[src/rtl/uart_pkg.sv]
`default_nettype none
// +----------------------------------------------------------------------+
// | uart_pkg : shared types and helpers for the UART transmit path       |
// | Revision : 1.0                                                       |
// +----------------------------------------------------------------------+
package uart_pkg;

   typedef enum logic [2:0] {
      IDLE   = 3'd0,
      START  = 3'd1,
      DATA   = 3'd2,
      PARITY = 3'd3,
      STOP   = 3'd4
   } tx_state_t;

   localparam int PAR_NONE = 0;
   localparam int PAR_ODD  = 1;
   localparam int PAR_EVEN = 2;

   // Clocks per bit, rounded to nearest.
   function automatic int calc_div(input int clk_freq, input int baud);
      return (clk_freq + baud / 2) / baud;
   endfunction

   function automatic logic calc_parity(input logic [7:0] data, input int mode);
      case (mode)
         PAR_ODD:  return ~^data;
         PAR_EVEN: return ^data;
         default:  return 1'b0;
      endcase
   endfunction

endpackage
`default_nettype wire

[src/rtl/sync_fifo.sv]
`default_nettype none
// +----------------------------------------------------------------------+
// | sync_fifo : single-clock FIFO with register-array storage            |
// | Revision  : 1.0                                                      |
// +----------------------------------------------------------------------+
module sync_fifo #(
   parameter int WIDTH = 8,
   parameter int DEPTH = 4
) (
   input  logic                     clk,
   input  logic                     reset,
   input  logic                     push,
   input  logic [WIDTH-1:0]         din,
   input  logic                     pop,
   output logic [WIDTH-1:0]         dout,
   output logic                     empty,
   output logic                     full,
   output logic [$clog2(DEPTH):0]   count
);

   localparam int               c_AW   = $clog2(DEPTH);
   localparam logic [c_AW:0]    c_FULL = (c_AW + 1)'(DEPTH);

   logic [WIDTH-1:0] r_mem [DEPTH];
   logic [c_AW-1:0]  r_wr_ptr;
   logic [c_AW-1:0]  r_rd_ptr;
   logic [c_AW:0]    r_count;
   logic             w_push;
   logic             w_pop;

   assign empty  = (r_count == '0);
   assign full   = (r_count == c_FULL);
   assign count  = r_count;
   assign w_push = push && !full;
   assign w_pop  = pop && !empty;
   // Head comes straight out of the storage registers, no read latency.
   assign dout   = r_mem[r_rd_ptr];

   always_ff @(posedge clk) begin
      if (w_push) begin
         r_mem[r_wr_ptr] <= din;
      end
   end

   always_ff @(posedge clk or negedge reset) begin
      if (!reset) begin
         r_wr_ptr <= '0;
         r_rd_ptr <= '0;
         r_count  <= '0;
      end else begin
         if (w_push) r_wr_ptr <= r_wr_ptr + 1'b1;
         if (w_pop)  r_rd_ptr <= r_rd_ptr + 1'b1;
         case ({w_push, w_pop})
            2'b10:   r_count <= r_count + 1'b1;
            2'b01:   r_count <= r_count - 1'b1;
            default: r_count <= r_count;
         endcase
      end
   end

endmodule
`default_nettype wire

[src/rtl/uart_tx.sv]
`default_nettype none
// +----------------------------------------------------------------------+
// | uart_tx : buffered UART transmitter, FIFO front end + frame FSM       |
// | Revision: 1.0                                                        |
// +----------------------------------------------------------------------+
module uart_tx
   import uart_pkg::tx_state_t, uart_pkg::IDLE, uart_pkg::START, uart_pkg::DATA,
          uart_pkg::STOP, uart_pkg::PAR_NONE, uart_pkg::calc_div, uart_pkg::calc_parity;
#(
   parameter int CLK_FREQ   = 200_000_000,
   parameter int BAUD       = 115200,
   parameter int PARITY     = 0,
   parameter int STOP_BITS  = 1,
   parameter int FIFO_DEPTH = 4
) (
   input  logic                          clk,
   input  logic                          reset,
   input  logic [7:0]                    tx_data,
   input  logic                          tx_valid,
   output logic                          tx_readyo,
   output logic                          uart_txo,
   output logic                          busyo,
   output logic [$clog2(FIFO_DEPTH):0]   fifo_counto
);

   localparam int             c_DIV       = calc_div(CLK_FREQ, BAUD);
   localparam int             c_CW        = $clog2(c_DIV);
   localparam logic [c_CW-1:0] c_DIV_M1   = c_CW'(c_DIV - 1);
   localparam logic [2:0]     c_LAST_STOP = 3'(STOP_BITS - 1);

   tx_state_t       r_state;
   tx_state_t       w_next;
   logic [c_CW-1:0] r_baud;
   logic [2:0]      r_bit;
   logic [7:0]      r_shift;
   logic            r_par;
   logic            r_txo;
   logic            r_busy;
   logic            w_bit_end;
   logic            w_pop;
   logic            w_line;
   logic [7:0]      w_head;
   logic            w_empty;
   logic            w_full;

   sync_fifo #(
      .WIDTH (8),
      .DEPTH (FIFO_DEPTH)
   ) u_fifo (
      .clk   (clk),
      .reset (reset),
      .push  (tx_valid),
      .din   (tx_data),
      .pop   (w_pop),
      .dout  (w_head),
      .empty (w_empty),
      .full  (w_full),
      .count (fifo_counto)
   );

   assign tx_readyo = !w_full;
   assign uart_txo  = r_txo;
   assign busyo     = r_busy;
   assign w_bit_end = (r_baud == c_DIV_M1);

   always_comb begin
      w_next = r_state;
      w_pop  = 1'b0;
      w_line = 1'b1;
      case (r_state)
         IDLE: begin
            if (!w_empty) begin
               w_pop  = 1'b1;
               w_next = START;
            end
         end
         START: begin
            w_line = 1'b0;
            if (w_bit_end) w_next = DATA;
         end
         DATA: begin
            w_line = r_shift[0];
            if (w_bit_end && r_bit == 3'd7) begin
               w_next = (PARITY != PAR_NONE) ? uart_pkg::PARITY : STOP;
            end
         end
         uart_pkg::PARITY: begin
            w_line = r_par;
            if (w_bit_end) w_next = STOP;
         end
         STOP: begin
            // Chain straight into the next start bit when more data is waiting.
            if (w_bit_end && r_bit == c_LAST_STOP) begin
               if (!w_empty) begin
                  w_pop  = 1'b1;
                  w_next = START;
               end else begin
                  w_next = IDLE;
               end
            end
         end
         default: w_next = IDLE;
      endcase
   end

   always_ff @(posedge clk or negedge reset) begin
      if (!reset) begin
         r_state <= IDLE;
         r_baud  <= '0;
         r_bit   <= '0;
         r_shift <= '0;
         r_par   <= 1'b0;
         r_txo   <= 1'b1;
         r_busy  <= 1'b0;
      end else begin
         r_state <= w_next;
         // Line and busy are registered together so busy tracks the wire.
         r_txo   <= w_line;
         r_busy  <= (r_state != IDLE) || !w_empty;

         if (r_state == IDLE || w_bit_end) r_baud <= '0;
         else                              r_baud <= r_baud + 1'b1;

         if (w_next != r_state) r_bit <= '0;
         else if (w_bit_end)    r_bit <= r_bit + 1'b1;

         if (w_pop) begin
            r_shift <= w_head;
            r_par   <= calc_parity(w_head, PARITY);
         end else if (r_state == DATA && w_bit_end) begin
            r_shift <= {1'b0, r_shift[7:1]};
         end
      end
   end

endmodule
`default_nettype wire

[config.mk]
export PLATFORM = sky130hd
export DESIGN_NAME = uart_tx
export DESIGN_NICKNAME = d
export VERILOG_FILES = /design/src/rtl/uart_pkg.sv /design/src/rtl/sync_fifo.sv /design/src/rtl/uart_tx.sv
export SDC_FILE = /design/constraint.sdc
export NUM_CORES = 1
export LEC_CHECK = 0
export ABC_AREA = 1
export BUFFER_PORTS_ARGS = -buffer_cell sky130_fd_sc_hd__buf_2
export CORE_MARGIN = 2
export CORE_UTILIZATION = 54
export CTS_CLUSTER_SIZE = 20
export DETAILED_ROUTE_END_ITERATION = 7
export GPL_TIMING_DRIVEN = 0
export HOLD_SLACK_MARGIN = 0.15
export PLACE_DENSITY_LB_ADDON = 0.15
export REMOVE_ABC_BUFFERS = 1
export SLEW_MARGIN = 20
export SYNTH_ARGS = -nofsm -noshare
export SYNTH_HDL_FRONTEND = slang
export SYNTH_HIERARCHICAL = 1
export SYNTH_SLANG_ARGS = --single-unit
[constraint.sdc]
create_clock -name clk -period 2.1 [get_ports clk]
set_clock_uncertainty 0.05 [all_clocks]
set_input_delay 0.42 -clock clk [delete_from_list [all_inputs] [get_ports clk]]
set_output_delay 0.42 -clock clk [all_outputs]
set_load 0.02 [all_outputs]
### Yosys cells after proc, flatten, opt, wreduce, memory -nomap -nowiden

Memories as Yosys holds them, arrays and structs flattened.
Index checks and enable logic that the tools add are counted.

* add/subtract/negate cells: 6
* equality and inequality tests: 10
* muxes and demuxes: 19
* reduce and logical (&&, ||, !) cells: 17

Operators with widths (number)
* $mux W3: 7
* $mux W8: 2
* $pmux W3 S5: 1
* $add A11 B1 Y11 const B: 1
* $eq A11 B11 Y1 const B: 1
* $mux W11: 1
* $eq A3 B3 Y1 const B: 3
* $logic_not A3 Y1: 3
* $add A3 B1 Y3 const B: 2
* $eq A3 B2 Y1 const B: 2
* $pmux W3 S2: 1
* $reduce_bool A2 Y1: 3
* $logic_and A1 B1 Y1: 5
* $mux W1: 5
* $add A2 B1 Y2 const B: 2
* $pmux W1 S2: 2
* $eq A3 B1 Y1 const B: 1
* $ne A3 B3 Y1: 1
* $reduce_bool A3 Y1: 1
* $sub A3 B1 Y3 const B: 1
* $eq A2 B1 Y1 const B: 1
* $eq A2 B2 Y1 const B: 1
* $logic_not A1 Y1: 2
* $logic_or A1 B1 Y1: 2
* $reduce_or A2 Y1: 1

* RAM bits: 32
* output and inout port bits: 6
* memories kept: 1
* logic and storage cells: 62
* flip-flop bits (word level): 34
* input port bits: 11

Memory list
* u_fifo.r_mem: words 4, width 8, read ports 1, clocked after memory_dff 0, wr ports 1, line sync_fifo.sv:24 `logic [WIDTH-1:0] r_mem [DEPTH];`

### Logic depth before layout (Yosys ltp)

Gate-level depths: netlist of the first run.

* depth in word-level cells: 7
* depth in mapped cells: 19
* mapped depth without buffers: 19

### Cells and area by module

Netlist of the first run, hierarchy kept.

Modules (own cells, without submodules)
* sync_fifo: area an instance 1751.7 µm², cells each 154, sequential area each 1136.1 µm², times used 1
* uart_tx: area an instance 1425.1 µm², cells each 167, sequential area each 676.9 µm², times used 1

### Worst setup path before layout of the first run

OpenSTA, ideal clock, no wires.

* path type: reg2reg
* start: reg r_baud[0]
* end: reg u_fifo.r_count[2], in the netlist u_fifo/count[2]
* required time: 1.933 ns
* buffers on the path: 0
* cell stages (with the launch flop): 19
* setup time: 0.117 ns
* arrival time: 2.088 ns
* setup slack: -0.156 ns
* period minus slack after synthesis: 2.256 ns
* cell sequence: dfrtp_1 > ha_1 > nand2_2 > inv_2 > nand2_2 > nor2_4 > nand3_2 > nand2_2 > nand2_4 > inv_1 > nand2_1 > inv_1 > ha_1 > inv_1 > fa_1 > nand2_1 > nand3_1 > nand2_1 > nand2_1

* longest elaborated chain between the ends: 7
* elaborated cells between the ends (all ways): 9
* classes of those cells: 3 x eq/ne; 3 x mux; 3 x reduce/logical

RTL lines
* start: declaration: line uart_tx.sv:33 `logic [c_CW-1:0] r_baud;`
* start signal: assignment: line uart_tx.sv:122 `else r_baud <= r_baud + 1'b1;`
* $eq A11 B11 Y1 (*): line uart_tx.sv:64 `assign w_bit_end = (r_baud == c_DIV_M1);`
* $logic_and A1 B1 Y1 (*): line uart_tx.sv:93 `if (w_bit_end && r_bit == c_LAST_STOP) begin`
* $mux W1 (*): line uart_tx.sv:93
* $pmux W1 S2 (*): line uart_tx.sv:70 `case (r_state)`
* named net w_pop: line uart_tx.sv:40 `logic w_pop;`
* $logic_and A1 B1 Y1 (*): line sync_fifo.sv:35 `assign w_pop = pop && !empty;`
* named net u_fifo.w_pop: line sync_fifo.sv:29 `logic w_pop;`
* $eq A2 B1 Y1 or $eq A2 B2 Y1 (tied branches): line sync_fifo.sv:53 `case ({w_push, w_pop})`
* $pmux W3 S2 or $reduce_bool A2 Y1 (tied branches)
* end signal: assignment: line sync_fifo.sv:54 `2'b10: r_count <= r_count + 1'b1;`
* end signal: assignment: line sync_fifo.sv:55 `2'b01: r_count <= r_count - 1'b1;`
* end signal: assignment: line sync_fifo.sv:56 `default: r_count <= r_count;`
* end: declaration: line sync_fifo.sv:27 `logic [c_AW:0] r_count;`

Mark *: on every way through the listed nets, which the timed path passes. The rest lies on a longest branch.
A chain may end at the register's enable or synchronous reset.

### Worst setup path after layout of the first run

Ends and elaborated chain as after synthesis.

==> flow_metrics.py, run 1 <==
metrics = {
    "logic_synthesis": {
        "synth.yosys.seq_area_share_pct": 57.1,
        "yosysMostFrequentCell": "nand2_1",
        "ys.warnings.count": 6,
        "synth_area_sq_um": 3180,
        "synth_common_cells": "nand2_1, inv_1, dfrtp_1",
        "yosysUniqueCellTypes": 35,
        "synth_top_area_share_pct": 30.2,
        "synth-seq-cells": 66,
        "yosys_most_used_dff": "dfrtp_1",
        "netlist_instances": 321,
        "ys_top_cells_by_area": "edfxtp_1, dfrtp_1, nand2_1",
        "ys_async_sr_fraction_pct": 51.5,
        "synth_area_leader_cell": "edfxtp_1",
        "synth_edf_count": 32,
        "synth.avg_cell_area_sq_um": 9.90,
    },
    "sta": {
        "finalMaxSlewViolations": 0,
        "layout_setup_ws_ps": -47.4,
        "finalSetupViolCount": 2,
        "worst_pin_slew_ps": 803,
        "period_share_pct": 102,
        "rsz0062_at_grt": "yes",
        "whs_ps": 236,
        "relSlewSlack_pct": 46.3,
        "hold_viol_final": 0,
        "fin_crit_ps": 2150,
        "max_freq_ghz": 0.466,
    },
    "clock_network": {
        "cts_root_buf": "clkbuf_8",
        "clock-sinks": 66,
        "cts_tree": "yes",
        "clkSlewWorstSetupHoldPaths_ps": 80,
        "clockBufferDepth": 2,
        "clock_latency_ps": 340,
        "h-tree-depth": 3,
        "numCtsBuffers": 9,
    },
    "floorplanning": {
        "io_pins": 17,
        "die_width_um": 80.7,
        "start_util_pct": 56.6,
        "dieArea_sq_um": 6510,
        "rows": 27,
        "die_y_um": 80.7,
        "core_sq_um": 5610,
    },
    "min_path": {
        "worstHoldStart": "tx_data[7]",
        "whs_path_depth": 1,
        "min_to": "u_fifo/r_mem[0][7]$_DFFE_PP_",
        "hp-class": "in -> reg",
    },
    "placement": {
        "io_buffer_count": 16,
        "hpwl_um": 3390,
        "globalplace.congestion": 0.743,
        "place_area_sq_um": 3280,
    },
    "critical_path": {
        "r2r_end": "u_fifo/count[2]$_DFFE_PN0P_",
        "worstRegToRegCells": 18,
        "critPathLaunchType": "flip-flop",
        "startpoint": "r_baud[0]$_DFF_PN0_",
        "reg2reg_from": "r_baud[0]$_DFF_PN0_",
        "crit_arrival_ps": 2340,
        "crit_fanout": 2,
        "cp.required_ps": 2290,
        "endpoint_kind": "flip-flop",
        "r2r_setup_slack_ps": -50,
        "critical_path_class": "reg -> reg",
    },
    "power_and_ir_drop": {
        "internal_power_w": 0.00288,
        "p_per_area_nw_per_um2": 1210,
        "peakVddDrop_mv": 0.653,
        "p_sw_share_pct": 36.7,
        "power_frac_comb_pct": 33.2,
        "power_frac_seq_pct": 42.1,
        "p_sw_w": 0.00167,
        "power_leakage_nw": 1.74,
        "p_clk_share_pct": 24.6,
    },
    "grt": {
        "overflow": 0,
        "antenna_found_initial": 0,
        "first_global_vias": 2091,
        "track_usage_pct": 19.4,
        "grt_max_degree": 35,
        "grt_pass1_wl_um": 9450,
    },
    "finish": {
        "final_nets": 388,
        "area_growth_pct": 18.3,
        "fin_util_pct": 67.0,
        "fillerInstances": 447,
        "final_area_sq_um": 3760,
        "num_antenna_cells": 0,
        "drive_gt1_share_pct": 25.8,
    },
    "detailed_routing": {
        "wl_um": 5430,
        "antenna_left": 0,
        "vias": 2172,
        "wl_per_cell_um": 12.2,
        "drtIter0Drc": 124,
        "drc": 0,
        "firstDrtPassIters": 4,
        "vias_per_cell": 4.89,
    },
    "run_status": {
        "violations": "negative setup slack",
        "outcome": "complete, but fails checks",
    },
    "job": {
        "drv_cap": 0,
    },
}
-- worst max-delay path by stage --
stage / end / cells after the start
finish: u_fifo/count[2]$_DFFE_PN0P_ / 18
global route: u_fifo/count[2]$_DFFE_PN0P_ / 18
CTS: u_fifo/count[2]$_DFFE_PN0P_ / 18
detailed placement: u_fifo/count[2]$_DFFE_PN0P_ / 18
global placement: u_fifo/count[2]$_DFFE_PN0P_ / 18
floorplan: u_fifo/count[2]$_DFFE_PN0P_ / 15
-- layer usage --
layer  GRT usage, %  routed length, um
met1           24.8               2670
met2           31.4               2540
met3           4.27                132
met4           9.32                 91
met5              0                  0
-- worst max-delay path: stages, from the launching register on --
cell and delay, ps:
dfrtp_1 360, ha_2 190, nand2_2 60, inv_2 60
nand2_2 60, nor2_4 90, nand3_2 100, nand2_4 100
nand2_8 60, inv_6 60, nand2_4 50, inv_4 60
ha_4 140, inv_4 40, fa_2 350, nand2_2 80
nand3_2 50, nand2_1 50, nand2_1 40
-- cell families (layout without fill, tap and decap cells) --
group	after synthesis	count (layout)	share of synthesized area, %
flip-flops	66	66	57.1
adder cells (fa/ha/maj)	10	10	4.17
XOR/XNOR	3	3	0.827
AO/OA/AOI/OAI	46	46	8.98
buffers and inverters	66	117	9.22
AND/OR/NAND/NOR	130	130	19.7
-- per-stage QoR --
step | total power, W | instances | worst slack [ps] | TNS (ps)
global placement | 0.00317 | 403 | -402 | -725
finish | 0.00454 | 444 | -47.4 | -85.8
global route | 0.00488 | 444 | -167 | -657
CTS | 0.00453 | 436 | -67.1 | -102
detailed placement | 0.00321 | 403 | -426 | -799
floorplan | 0.00288 | 315 | -206 | -345
-- state kept, by name, indices dropped and copies added (netlist names) --
| register | count |
|---|---|
| r_baud | 11 |
| r_bit | 3 |
| u_fifo/r_mem | 32 |
| busyo | 1 |
| u_fifo/count | 3 |
| uart_txo | 1 |
| r_state | 3 |
| u_fifo/r_wr_ptr | 2 |
| r_shift | 8 |
| u_fifo/r_rd_ptr | 2 |
-- repair_timing --
item	in CTS	in global routing
hold buffers	1	0
gates resized for setup	22	2
pin swaps	8	5
hold endpoints to repair	33	0
buffers inserted	16	8
endpoints found under the setup margin	3	5
-- placed cells by master, fill, tap and decap left out, types with 2 or more instances in the layout --
| cell | netlist | layout |
|---|---|---|
| inv_2 | 4 | 5 |
| o21ai_2 | 2 | 2 |
| clkinv_4 | 1 | 3 |
| nand3_2 | 4 | 5 |
| a21oi_1 | 4 | 4 |
| inv_1 | 55 | 51 |
| o21ai_0 | 3 | 2 |
| nand2_1 | 65 | 62 |
| clkbuf_8 | 1 | 9 |
| nand2_4 | 3 | 4 |
| inv_6 | 0 | 4 |
| nand4_1 | 2 | 2 |
| o21ai_1 | 18 | 19 |
| nand2_2 | 4 | 5 |
| nor2_2 | 2 | 3 |
| nor2_1 | 24 | 22 |
| ha_1 | 9 | 7 |
| xnor2_1 | 2 | 2 |
| edfxtp_1 | 32 | 32 |
| nand3_1 | 13 | 12 |
| nor3_1 | 5 | 5 |
| buf_4 | 2 | 24 |
| o211ai_1 | 17 | 17 |
| nor2_4 | 3 | 4 |
| buf_2 | 0 | 16 |
| dfrtp_1 | 33 | 33 |
| inv_4 | 0 | 2 |
-- power by group through the flow --
stage	clock network (W)	logic [W]	registers, W
6_report	0.00112	0.00151	0.00191
3_3_place_gp	0	0.00124	0.00193
2_1_floorplan	0	0.000945	0.00194
3_5_place_dp	0	0.00127	0.00194
4_1_cts	0.00114	0.00148	0.00191
5_1_grt	0.00120	0.00173	0.00195
-- area by class of cell --
class | count | area [sq um] | share of cell area [%]
clock inverter | 7 | 85.1 | 2.26
sequential | 66 | 1810 | 48.2
clock buffer | 9 | 124 | 3.30
multi-input combinational | 189 | 1140 | 30.2
timing repair buffer | 41 | 270 | 7.19
tap | 72 | 90.1 | 2.40
inverter | 60 | 240 | 6.39
No activity file was read; power rests on OpenSTA's default activity.
==> inputs of run 2 (changes only) <==
- SKIP_LAST_GASP: unset -> 1
- SYNTH_HIERARCHICAL: 1 -> unset
==> run 2 against run 1 <==
Effect of this change: the run still ends with negative setup slack left; combinational power decreased by 68%; routed wire length increased by 4.6%; setup slack got worse by 51 ps; synthesized cell count fell by 6.9%; synthesized area fell by 4.4%; maximum frequency is 2.3% lower; global-route usage rose by 1.0 points; utilization decreased by 3.0 points; sequential power is 16% lower; sequential share of layout area is 3.5 points higher; power is 31% lower; clock power fell by 6%.
==> flow_metrics.py, run 2 <==
metrics = {
    "finish": {
        "num_antenna_cells": 0,
        "largest_reg_flops": 32,
        "fillerInstances": 465,
        "final_area_sq_um": 3500,
        "final_nets": 354,
        "drive_gt1_share_pct": 21.3,
        "final_cell_mix": "nor2_1, nand2_1, dfrtp_1, edfxtp_1, inv_1",
        "top_regs": "u_fifo.r_mem x32, r_baud x11, r_shift x8",
        "regMostFlops": "u_fifo.r_mem",
        "area_growth_pct": 15.4,
        "layout_commonest_cell": "nor2_1",
    },
    "detailed_routing": {
        "wl_per_cell_um": 13.8,
        "vias_per_cell": 5.22,
        "drtIter0Drc": 112,
        "firstDrtPassIters": 4,
        "drc": 0,
        "antenna_left": 0,
        "wl_um": 5670,
        "vias": 2141,
    },
    "sta": {
        "relSlewSlack_pct": 47.8,
        "fin_crit_ps": 2200,
        "period_share_pct": 105,
        "worst_pin_slew_ps": 780,
        "hold_viol_final": 0,
        "rsz0062_at_grt": "yes",
        "layout_setup_ws_ps": -98.6,
        "max_freq_ghz": 0.455,
        "finalMaxSlewViolations": 0,
        "finalSetupViolCount": 1,
        "whs_ps": 255,
    },
    "critical_path": {
        "critPathLaunchType": "flip-flop",
        "endpoint_kind": "flip-flop",
        "crit_arrival_ps": 2360,
        "cp.required_ps": 2260,
        "crit_buf_inv": 2,
        "worstPathCellList": "ha_4, nand2_4, nor2_4, inv_2, nor2_4, nand2_4, a21oi_4, ha_2, inv_2, fa_2, a21oi_2, o21ai_1, xor2_1",
        "crit_fanout": 2,
        "cpPeakStageDelay_ps": 400,
        "slowest_stage": "dfrtp_1",
        "cpLargestDelayFamily": "adder cells",
        "critical_path_class": "reg -> reg",
    },
    "floorplanning": {
        "die_width_um": 79.0,
        "core_sq_um": 5470,
        "dieArea_sq_um": 6240,
        "die_y_um": 79.0,
        "io_pins": 17,
        "rows": 27,
        "start_util_pct": 55.5,
    },
    "grt": {
        "use_met2_pct": 33.7,
        "grt_busiest_layer": "met2",
        "grt_pass1_wl_um": 9690,
        "track_usage_pct": 20.4,
        "antenna_found_initial": 0,
        "first_global_vias": 2079,
        "grtUsageMet1_pct": 26.5,
        "grt_max_degree": 35,
        "grt_util_met3_pct": 3.64,
        "overflow": 0,
    },
    "clock_network": {
        "clkSlewWorstSetupHoldPaths_ps": 80,
        "h-tree-depth": 3,
        "clockBufferDepth": 2,
        "clock_latency_ps": 330,
        "cts_tree": "yes",
        "cts_root_buf": "clkbuf_8",
        "clock-sinks": 66,
        "numCtsBuffers": 9,
    },
    "logic_synthesis": {
        "synth_edf_count": 32,
        "ys.warnings.count": 0,
        "synthXorXnorAreaFrac_pct": 2.02,
        "synth_compound_area_share_pct": 8.32,
        "ys_async_sr_fraction_pct": 51.5,
        "synth_common_cells": "nor2_1, nand2_1, dfrtp_1",
        "yosys_most_used_dff": "dfrtp_1",
        "synth_top_area_share_pct": 31.6,
        "synth.avg_cell_area_sq_um": 10.2,
        "synthMuxAreaShare_pct": 0,
        "synth.yosys.seq_area_share_pct": 59.7,
        "synth_top_family_by_area": "simple AND/OR/NAND/NOR gates",
        "yosysMostFrequentCell": "nor2_1",
        "yosysUniqueCellTypes": 31,
        "ys_top_cells_by_area": "edfxtp_1, dfrtp_1, nor2_1",
        "synth_fa_ha_area_share_pct": 4.37,
        "netlist_instances": 299,
        "synth-simple-area-share_pct": 20.7,
        "synth_area_leader_cell": "edfxtp_1",
        "synth_area_sq_um": 3040,
        "synth-seq-cells": 66,
    },
    "power_and_ir_drop": {
        "fin_total_pwr_w": 0.00314,
        "power_leakage_nw": 1.52,
        "peakVddDrop_mv": 0.847,
        "p_per_area_nw_per_um2": 897,
    },
    "placement": {
        "place_area_sq_um": 3190,
        "io_buffer_count": 16,
        "globalplace.congestion": 0.840,
        "hpwl_um": 3730,
    },
    "min_path": {
        "hp-class": "in -> reg",
    },
    "run_status": {
        "outcome": "complete, but fails checks",
        "violations": "negative setup slack",
    },
    "job": {
        "drv_cap": 0,
    },
}
[run 2: cell type report]
| class | count | area [sq um] | area share [%] |
|---|---|---|---|
| Timing Repair Buffer | 28 | 173 | 4.93 |
| Inverter | 34 | 128 | 3.64 |
| Tap cell | 72 | 90.1 | 2.57 |
| Sequential cell | 66 | 1810 | 51.7 |
| Clock inverter | 7 | 68.8 | 1.96 |
| Multi-Input combinational cell | 194 | 1110 | 31.6 |
| Clock buffer | 9 | 124 | 3.53 |
[run 2: worst paths after layout]
| kind | cells past startpoint | slack, ps | from | endpoint |
|---|---|---|---|---|
| setup / recovery | 13 | -100 | r_baud[0]$_DFF_PN0_ | u_fifo.count[2]$_DFFE_PN0P_ |
| hold / removal | 1 | 250 | tx_data[6] | u_fifo.r_mem[1][6]$_DFFE_PP_ |
| setup reg to reg | 13 | -100 | r_baud[0]$_DFF_PN0_ | u_fifo.count[2]$_DFFE_PN0P_ |
| hold reg to reg | 2 | 430 | r_shift[7]$_DFFE_PN0P_ | r_shift[7]$_DFFE_PN0P_ |
| max in group asynchronous | 2 | 850 | reset | u_fifo.count[0]$_DFFE_PN0P_ |
| min in group asynchronous | 2 | 650 | reset | r_baud[0]$_DFF_PN0_ |
[run 2: worst register-to-register path, cell delays in order (launching register included)]
cell	delay, ps
dfrtp_1	400
ha_4	160
nand2_4	50
nor2_4	90
inv_2	50
nor2_4	130
nand2_4	70
a21oi_4	160
ha_2	200
inv_2	40
fa_2	340
a21oi_2	110
o21ai_1	90
xor2_1	150
[run 2: cell families after synthesis]
logic type | Yosys count
fa+ha+maj | 10
flops | 66
buf+inv | 39
compound gates | 45
xor+xnor | 7
simple gates | 132
[run 2: through the flow]
step | TNS [ps] | util [%] | std cells | worst slack (ps)
3_5_place_dp | -990 | 58.2 | 382 | -588
4_1_cts | -154 | 63.1 | 406 | -150
2_1_floorplan | -382 | - | 294 | -294
5_1_grt | -277 | 64.0 | 410 | -218
3_3_place_gp | -919 | 58.2 | 382 | -561
6_report | -98.6 | 64.0 | 410 | -98.6
[run 2: what timing repair did]
item | CTS | global route
gates cloned | 0 | 0
endpoints found under the setup margin | 3 | 2
endpoints found under the hold margin | 33 | 0
pin swaps | 8 | 4
buffers inserted | 7 | 4
resized for setup | 8 | 3
hold buffers | 1 | 0
[run 2: layer usage]
metal	part of all wire [%]	wire length, um
met1	46	2590
met4	1.2	69
met3	3.1	174
met2	50	2840
met5	0	0
[run 2: power by group]
group	leakage [nW]	switching [W]	internal, W
clock	0.0954	0.000507	0.000546
sequential	0.709	0.0000653	0.00154
combinational	0.716	0.000335	0.000146
